===== src/rtl/alu_seq_pkg.sv =====
// Shared opcode, state and latency definitions for the ALU issue/sequencing stage.
package alu_seq_pkg;

    localparam logic [2:0] OP_ADD = 3'd0;
    localparam logic [2:0] OP_SUB = 3'd1;
    localparam logic [2:0] OP_LSH = 3'd2;
    localparam logic [2:0] OP_RSH = 3'd3;
    localparam logic [2:0] OP_AND = 3'd4;
    localparam logic [2:0] OP_OR  = 3'd5;
    localparam logic [2:0] OP_XOR = 3'd6;
    localparam logic [2:0] OP_CLR = 3'd7;

    typedef enum logic [1:0] {
        IDLE = 2'd0,
        EXEC = 2'd1,
        RESP = 2'd2
    } state_e;

    localparam int ARITH_LAT_DEF = 2;
    localparam int SHIFT_LAT_DEF = 4;

    // Shifts run through the longer shifter path and use SHIFT_LAT.
    function automatic logic is_shift(input logic [2:0] op);
        return (op == OP_LSH) || (op == OP_RSH);
    endfunction

endpackage


===== src/rtl/alu_op_decoder.sv =====
// Combinational op-to-strobe decoder; all strobes stay low unless enabled.
module alu_op_decoder
    import alu_seq_pkg::*;
(
    input  logic [2:0] op_i,
    input  logic       en_i,
    output logic       add_o,
    output logic       sub_o,
    output logic       lsh_o,
    output logic       rsh_o,
    output logic       and_o,
    output logic       or_o,
    output logic       xor_o
);

    always_comb begin
        add_o = 1'b0;
        sub_o = 1'b0;
        lsh_o = 1'b0;
        rsh_o = 1'b0;
        and_o = 1'b0;
        or_o  = 1'b0;
        xor_o = 1'b0;
        if (en_i) begin
            case (op_i)
                OP_ADD:  add_o = 1'b1;
                OP_SUB:  sub_o = 1'b1;
                OP_LSH:  lsh_o = 1'b1;
                OP_RSH:  rsh_o = 1'b1;
                OP_AND:  and_o = 1'b1;
                OP_OR:   or_o  = 1'b1;
                OP_XOR:  xor_o = 1'b1;
                default: ;
            endcase
        end
    end

endmodule


===== src/rtl/alu_sequencer.sv =====
// Issue stage ahead of the ALU: accepts one instruction, holds strobes/operands for the
// ALU latency, captures the result into the accumulator and hands it downstream.
module alu_sequencer
    import alu_seq_pkg::*;
#(
    parameter int ARITH_LAT = ARITH_LAT_DEF,
    parameter int SHIFT_LAT = SHIFT_LAT_DEF
) (
    input  logic       clk,
    input  logic       reset,
    input  logic       instr_valid,
    output logic       instr_ready,
    input  logic [2:0] instr_op,
    input  logic [3:0] instr_a,
    input  logic [3:0] instr_b,
    input  logic       use_acc,
    output logic       alu_add,
    output logic       alu_sub,
    output logic       alu_lsh,
    output logic       alu_rsh,
    output logic       alu_and,
    output logic       alu_or,
    output logic       alu_xor,
    output logic [3:0] alu_in1,
    output logic [3:0] alu_in2,
    input  logic [3:0] alu_out,
    input  logic       alu_overflow,
    output logic       res_valid,
    input  logic       res_ready,
    output logic [3:0] res_data,
    output logic       res_overflow,
    output logic [3:0] acc,
    output logic [1:0] dbg_state
);

    localparam logic [3:0] ARITH_CNT = 4'(ARITH_LAT - 1);
    localparam logic [3:0] SHIFT_CNT = 4'(SHIFT_LAT - 1);

    // Handshakes: a transfer happens on a rising edge where valid and ready are both high.
    // instr_ready/res_valid depend on registered state only; upstream and downstream
    // must hold their side stable until the transfer edge.

    state_e     state_q, state_d;
    logic [2:0] op_q, op_d;
    logic [3:0] a_q, a_d;
    logic [3:0] b_q, b_d;
    logic [3:0] cnt_q, cnt_d;
    logic [3:0] res_data_q, res_data_d;
    logic       res_ovf_q, res_ovf_d;
    logic [3:0] acc_q, acc_d;
    logic       exec_en;

    always_comb begin
        state_d    = state_q;
        op_d       = op_q;
        a_d        = a_q;
        b_d        = b_q;
        cnt_d      = cnt_q;
        res_data_d = res_data_q;
        res_ovf_d  = res_ovf_q;
        acc_d      = acc_q;
        case (state_q)
            IDLE: begin
                if (instr_valid) begin
                    op_d = instr_op;
                    a_d  = use_acc ? acc_q : instr_a;
                    b_d  = instr_b;
                    if (instr_op == OP_CLR) begin
                        res_data_d = 4'd0;
                        res_ovf_d  = 1'b0;
                        acc_d      = 4'd0;
                        state_d    = RESP;
                    end else begin
                        cnt_d   = is_shift(instr_op) ? SHIFT_CNT : ARITH_CNT;
                        state_d = EXEC;
                    end
                end
            end
            EXEC: begin
                // The ALU output is valid on the edge the counter reaches zero.
                if (cnt_q == 4'd0) begin
                    res_data_d = alu_out;
                    res_ovf_d  = alu_overflow;
                    acc_d      = alu_out;
                    state_d    = RESP;
                end else begin
                    cnt_d = cnt_q - 4'd1;
                end
            end
            RESP: begin
                if (res_ready) begin
                    state_d = IDLE;
                end
            end
            default: state_d = IDLE;
        endcase
    end

    always_ff @(posedge clk or posedge reset) begin
        if (reset) begin
            state_q    <= IDLE;
            op_q       <= 3'd0;
            a_q        <= 4'd0;
            b_q        <= 4'd0;
            cnt_q      <= 4'd0;
            res_data_q <= 4'd0;
            res_ovf_q  <= 1'b0;
            acc_q      <= 4'd0;
        end else begin
            state_q    <= state_d;
            op_q       <= op_d;
            a_q        <= a_d;
            b_q        <= b_d;
            cnt_q      <= cnt_d;
            res_data_q <= res_data_d;
            res_ovf_q  <= res_ovf_d;
            acc_q      <= acc_d;
        end
    end

    assign exec_en = (state_q == EXEC);

    alu_op_decoder u_dec (
        .op_i  (op_q),
        .en_i  (exec_en),
        .add_o (alu_add),
        .sub_o (alu_sub),
        .lsh_o (alu_lsh),
        .rsh_o (alu_rsh),
        .and_o (alu_and),
        .or_o  (alu_or),
        .xor_o (alu_xor)
    );

    assign alu_in1      = exec_en ? a_q : 4'd0;
    assign alu_in2      = exec_en ? b_q : 4'd0;
    assign instr_ready  = (state_q == IDLE);
    assign res_valid    = (state_q == RESP);
    assign res_data     = res_data_q;
    assign res_overflow = res_ovf_q;
    assign acc          = acc_q;
    assign dbg_state    = state_q;

endmodule

===== config.mk =====
export PLATFORM = sky130hd
export DESIGN_NAME = alu_sequencer
export DESIGN_NICKNAME = d
export VERILOG_FILES = /design/src/rtl/alu_seq_pkg.sv /design/src/rtl/alu_op_decoder.sv /design/src/rtl/alu_sequencer.sv
export SDC_FILE = /design/constraint.sdc
export NUM_CORES = 1
export LEC_CHECK = 0
export BUFFER_PORTS_ARGS = -buffer_cell sky130_fd_sc_hd__buf_2
export CAP_MARGIN = 20
export CORE_MARGIN = 2
export CORE_UTILIZATION = 43
export CTS_CLUSTER_DIAMETER = 30
export DETAILED_ROUTE_END_ITERATION = 10
export PLACE_DENSITY_LB_ADDON = 0.1
export REMOVE_ABC_BUFFERS = 1
export SLEW_MARGIN = 20
export SYNTH_ARGS = -nofsm -noshare
export SYNTH_HDL_FRONTEND = slang
export SYNTH_HIERARCHICAL = 1
export SYNTH_SLANG_ARGS = --single-unit

===== constraint.sdc =====
create_clock -name clk -period 1.5 [get_ports clk]
set_input_delay 0.3 -clock clk [delete_from_list [all_inputs] [get_ports clk]]
set_output_delay 0.3 -clock clk [all_outputs]
set_load 0.01 [all_outputs]

==> run summary <==
The run finished, with violations left. The final reports fail on negative hold slack, negative setup slack. The synthesized netlist devotes 21.7% of its cell area to simple gates. The data arrival time at the worst-slack endpoint is 1.35 ns.

Of the post-synthesis cell area, the part taken by muxes is 12.3%. The highest clock frequency the design can meet is 607 MHz. The count of different cell masters after synthesis came out at 36. For this run, design rule violations remaining after detail routing come to 0. The number of design-rule violations left by the first detailed-router iteration came out at 37.

The kind of cell with the highest combined delay along the critical path is simple AND/OR/NAND/NOR gates. The top cell types in the final layout, fill and taps aside, are buf_2 (33), buf_6 (22), dfrtp_1 (21). The first global-routing pass estimated 4.67 mm of wire. Leaving out fill and tap cells, the most frequent cell in the layout is buf_2. At the pin with the least slew margin, the transition time is 0.309 ns.

The routed layout has 1012 vias. Setup repair after global routing could not meet its margin everywhere. For this design the static power due to leakage is 0.931 nW. The worst reg-to-reg setup slack is -0.13 ns.

The tree is rooted in a clkbuf_4. The half-perimeter wire length after placement came out at 2.06 mm. Row generation in the floorplan step produced 19 rows. The sequential fraction of the synthesis area is 45.7%. Across every metal layer, demand over resource in global routing totals 18.6%. Between clock sinks in the finished design, the worst skew comes to 0.00777 ns. The adder-cell share of the synthesized area came out at 2.08%. The number of buffers and inverters on the critical path is 2. The quantity of I/O buffers inserted on ports is 48. The initial core utilization is 44.4%. The longest clock path from root to sink contains 2 buffers.

Entering global routing, the biggest net connects 23 pins. The latest clock arrival within the worst-skew pair is 0.32 ns. The total power draw is 4.21 mW. After synthesis the cells add up to 1200 µm². After clock tree synthesis, the clock-pin slew on the worst setup and hold paths is 0.13 ns. The main combinational cell family by area after synthesis is simple AND/OR/NAND/NOR gates. The tree built by TritonCTS fans out to 22 sinks. The required time reported for the critical path endpoint is 1.20 ns. Counting the buffers created by CTS gives 3. The via count of the first global-routing pass is 1055. The part of the cycle the worst path needs came out at 110%. In this run the power density over the cells is 2280 nW/µm². The synthesized design contains 22 register bits.

The core occupancy in the finished layout is 68.1%. The clock period minus final worst setup slack came out at 1.65 ns. The overall die width came out at 56.9 µm. Summing the areas of all compound-gate instances in the mapped netlist gives 11.1% of the synthesized area. The last weighted congestion value of the routability-driven placer is 0.826. The peak supply drop is 1.49 mV. The core region is 2710 µm². The biggest area contributor in the post-synthesis netlist is dfrtp_1.

Dividing the detail-routed via count by the number of cells gives 5.14. The post-layout net count is 190. Setup slack on the critical path of the routed design comes to -0.148 ns.

The longest individual stage delay on the worst path is 0.39 ns. The largest individual stage delay along the critical path comes from the cell dfrtp_1. Traced cell by cell, the critical path runs through nand2b_4, clkinvlp_4, and4bb_2, buf_6. The die is 56.9 µm tall.

The mean routed wirelength per cell came out at 14.5 µm. Of the total synthesized cell area, the portion taken by XOR and XNOR cells is 0%. The total grt overflow is 0. The final routed wirelength across all metal layers is 2.85 mm.

Along the worst path, the maximum fanout reaches 4. The final hold violation count is 16. Pin placement for this block handled 49 I/O pins. TritonCTS built the clock tree. The setup slack after placement came out at -0.0350 ns. STA classifies the critical path endpoint as a primary output. The number of instances in the synthesized netlist came out at 106. Summed over its instances, the top area cell type makes up 45.7% of the synthesized netlist area. The setup violation total in the final timing report is 28. 0 antenna diodes ended up in the layout.

By area the synthesized netlist is led by dfrtp_1 (46%), mux2_2 (5.6%), and2_1 (4.2%), mux2i_1 (4.2%), a22o_1 (3.6%). In this run the remaining antenna-violating nets after routing total 0. The worst min-delay path category is input port to asynchronous set/reset pin. The worst setup path is of the flop to primary output kind. The number of detailed-routing iterations run before antenna repair came out at 4.

The count of warnings emitted by yosys is 6. The final worst hold slack is -0.00727 ns. The count of pins over their slew limit is 0.

The mean post-synth cell area is 11.4 µm². The number of hold buffers added after cts is 0. The initial antenna violation count was 0. The number of max-cap violations came out at 0.

The count of H-tree levels built during CTS came out at 1. The overall die area came out at 3240 µm². The final design instance area without fill is 1850 µm². The area added between synthesis and finish came out at 53.3%. The nature of the critical path startpoint is a flop. The share of post-route cells with drive strength above 1 is 65.1%.

The worst pin sits at a relative slew slack of 79.3%. In this run the cell area measured after placement is 1500 µm².
-- final cells by class --
class                   instances  area [µm²]
clock buffers                   3        22.5
clock inverters                 1        30.0
fillers                       220         865
inverters                       8        35.0
multi-input cells              68         687
flip-flops and latches         22         552
well taps                      31        38.8
repair buffers                 63         473
repair inverters                1        7.51
-- registers in the layout (all words and copies together) (netlist names) --
| signal | flops |
|---|---|
| dbg_state | 2 |
| res_overflow | 1 |
| cnt_q | 4 |
| op_q | 3 |
| acc | 4 |
| a_q | 4 |
| b_q | 4 |
-- where the power goes --
| group | switching (mW) | internal, mW | leakage (nW) |
|---|---|---|---|
| clock network | 0.190 | 0.270 | 0.0279 |
| logic | 1.06 | 1.53 | 0.634 |
| registers | 0.288 | 0.877 | 0.269 |
| total | 1.54 | 2.67 | 0.931 |
-- cell families (layout without fill, tap and decap cells) --
logic type	Yosys count	count (layout)
compound gates	18	18
fa+ha+maj	2	2
buf+inv	16	76
flops	22	22
mux	13	13
simple gates	35	35
-- worst register-to-register path, cell delays in order (launching register included) --
cell and delay [ns]:
dfrtp_2 0.45, buf_4 0.14, buf_6 0.13, or3b_4 0.44
o22ai_4 0.21, mux2i_1 0.20
-- routing by layer --
layer	global-route usage (%)	vias up	routed length [µm]
met5	0	-	0
met4	2.99	0	19
met3	5.30	2	113
met2	33.5	23	1530
met1	22.3	494	1180
li1	-	493	-
-- stage by stage --
step / TNS [ns] / instances / hold WS [ns]
after global placement: -0.0225 / 186 / 0.349
after floorplan: -0.179 / 98 / 0.289
final: -2.58 / 197 / -0.00727
after global routing: -4.35 / 197 / 0.00332
after CTS: -1.62 / 195 / 0.00126
after detailed placement: -0.0359 / 186 / 0.351
-- final timing paths --
kind	startpoint	end	cells past startpoint
worst max-delay path	dbg_state[1]	alu_sub	4
worst min-delay path	reset	acc[2]	3
worst max register to register	dbg_state[0]	cnt_q[1]	5
worst min register to register	a_q[0]	a_q[0]	2
max in group asynchronous	reset	dbg_state[0]	3
min in group clk	alu_out[1]	acc[1]	2
-- synth_stat cells --
cell        n
dfrtp_1    22
and2_1      8
inv_1       8
mux2_2      6
a22o_1      5
mux2i_1     5
nand2_1     5
o21ai_0     5
buf_4       4
and4b_2     3
and3_1      2
and4bb_2    2
buf_2       2
ha_1        2
mux2_4      2
nand2b_1    2
nor2_1      2
nor3_1      2
nor3b_2     2
a21oi_1     1
a2bb2oi_1   1
a31oi_1     1
a32oi_1     1
and4bb_1    1
buf_1       1
buf_6       1
nand3b_1    1
nor2b_1     1
nor3b_1     1
nor4b_2     1
o21a_1      1
o21bai_1    1
o221ai_1    1
o22ai_2     1
or3_1       1
or3b_4      1
-- timing repair --
item | CTS | global route
endpoints found under the setup margin | 17 | 30
endpoints found under the hold margin | 0 | 0
cloned | 1 | 0
pin swaps | 9 | 5
resized for setup | 28 | 35
buffers inserted | 4 | 3
Note: power is estimated with default switching activity, not from simulation.
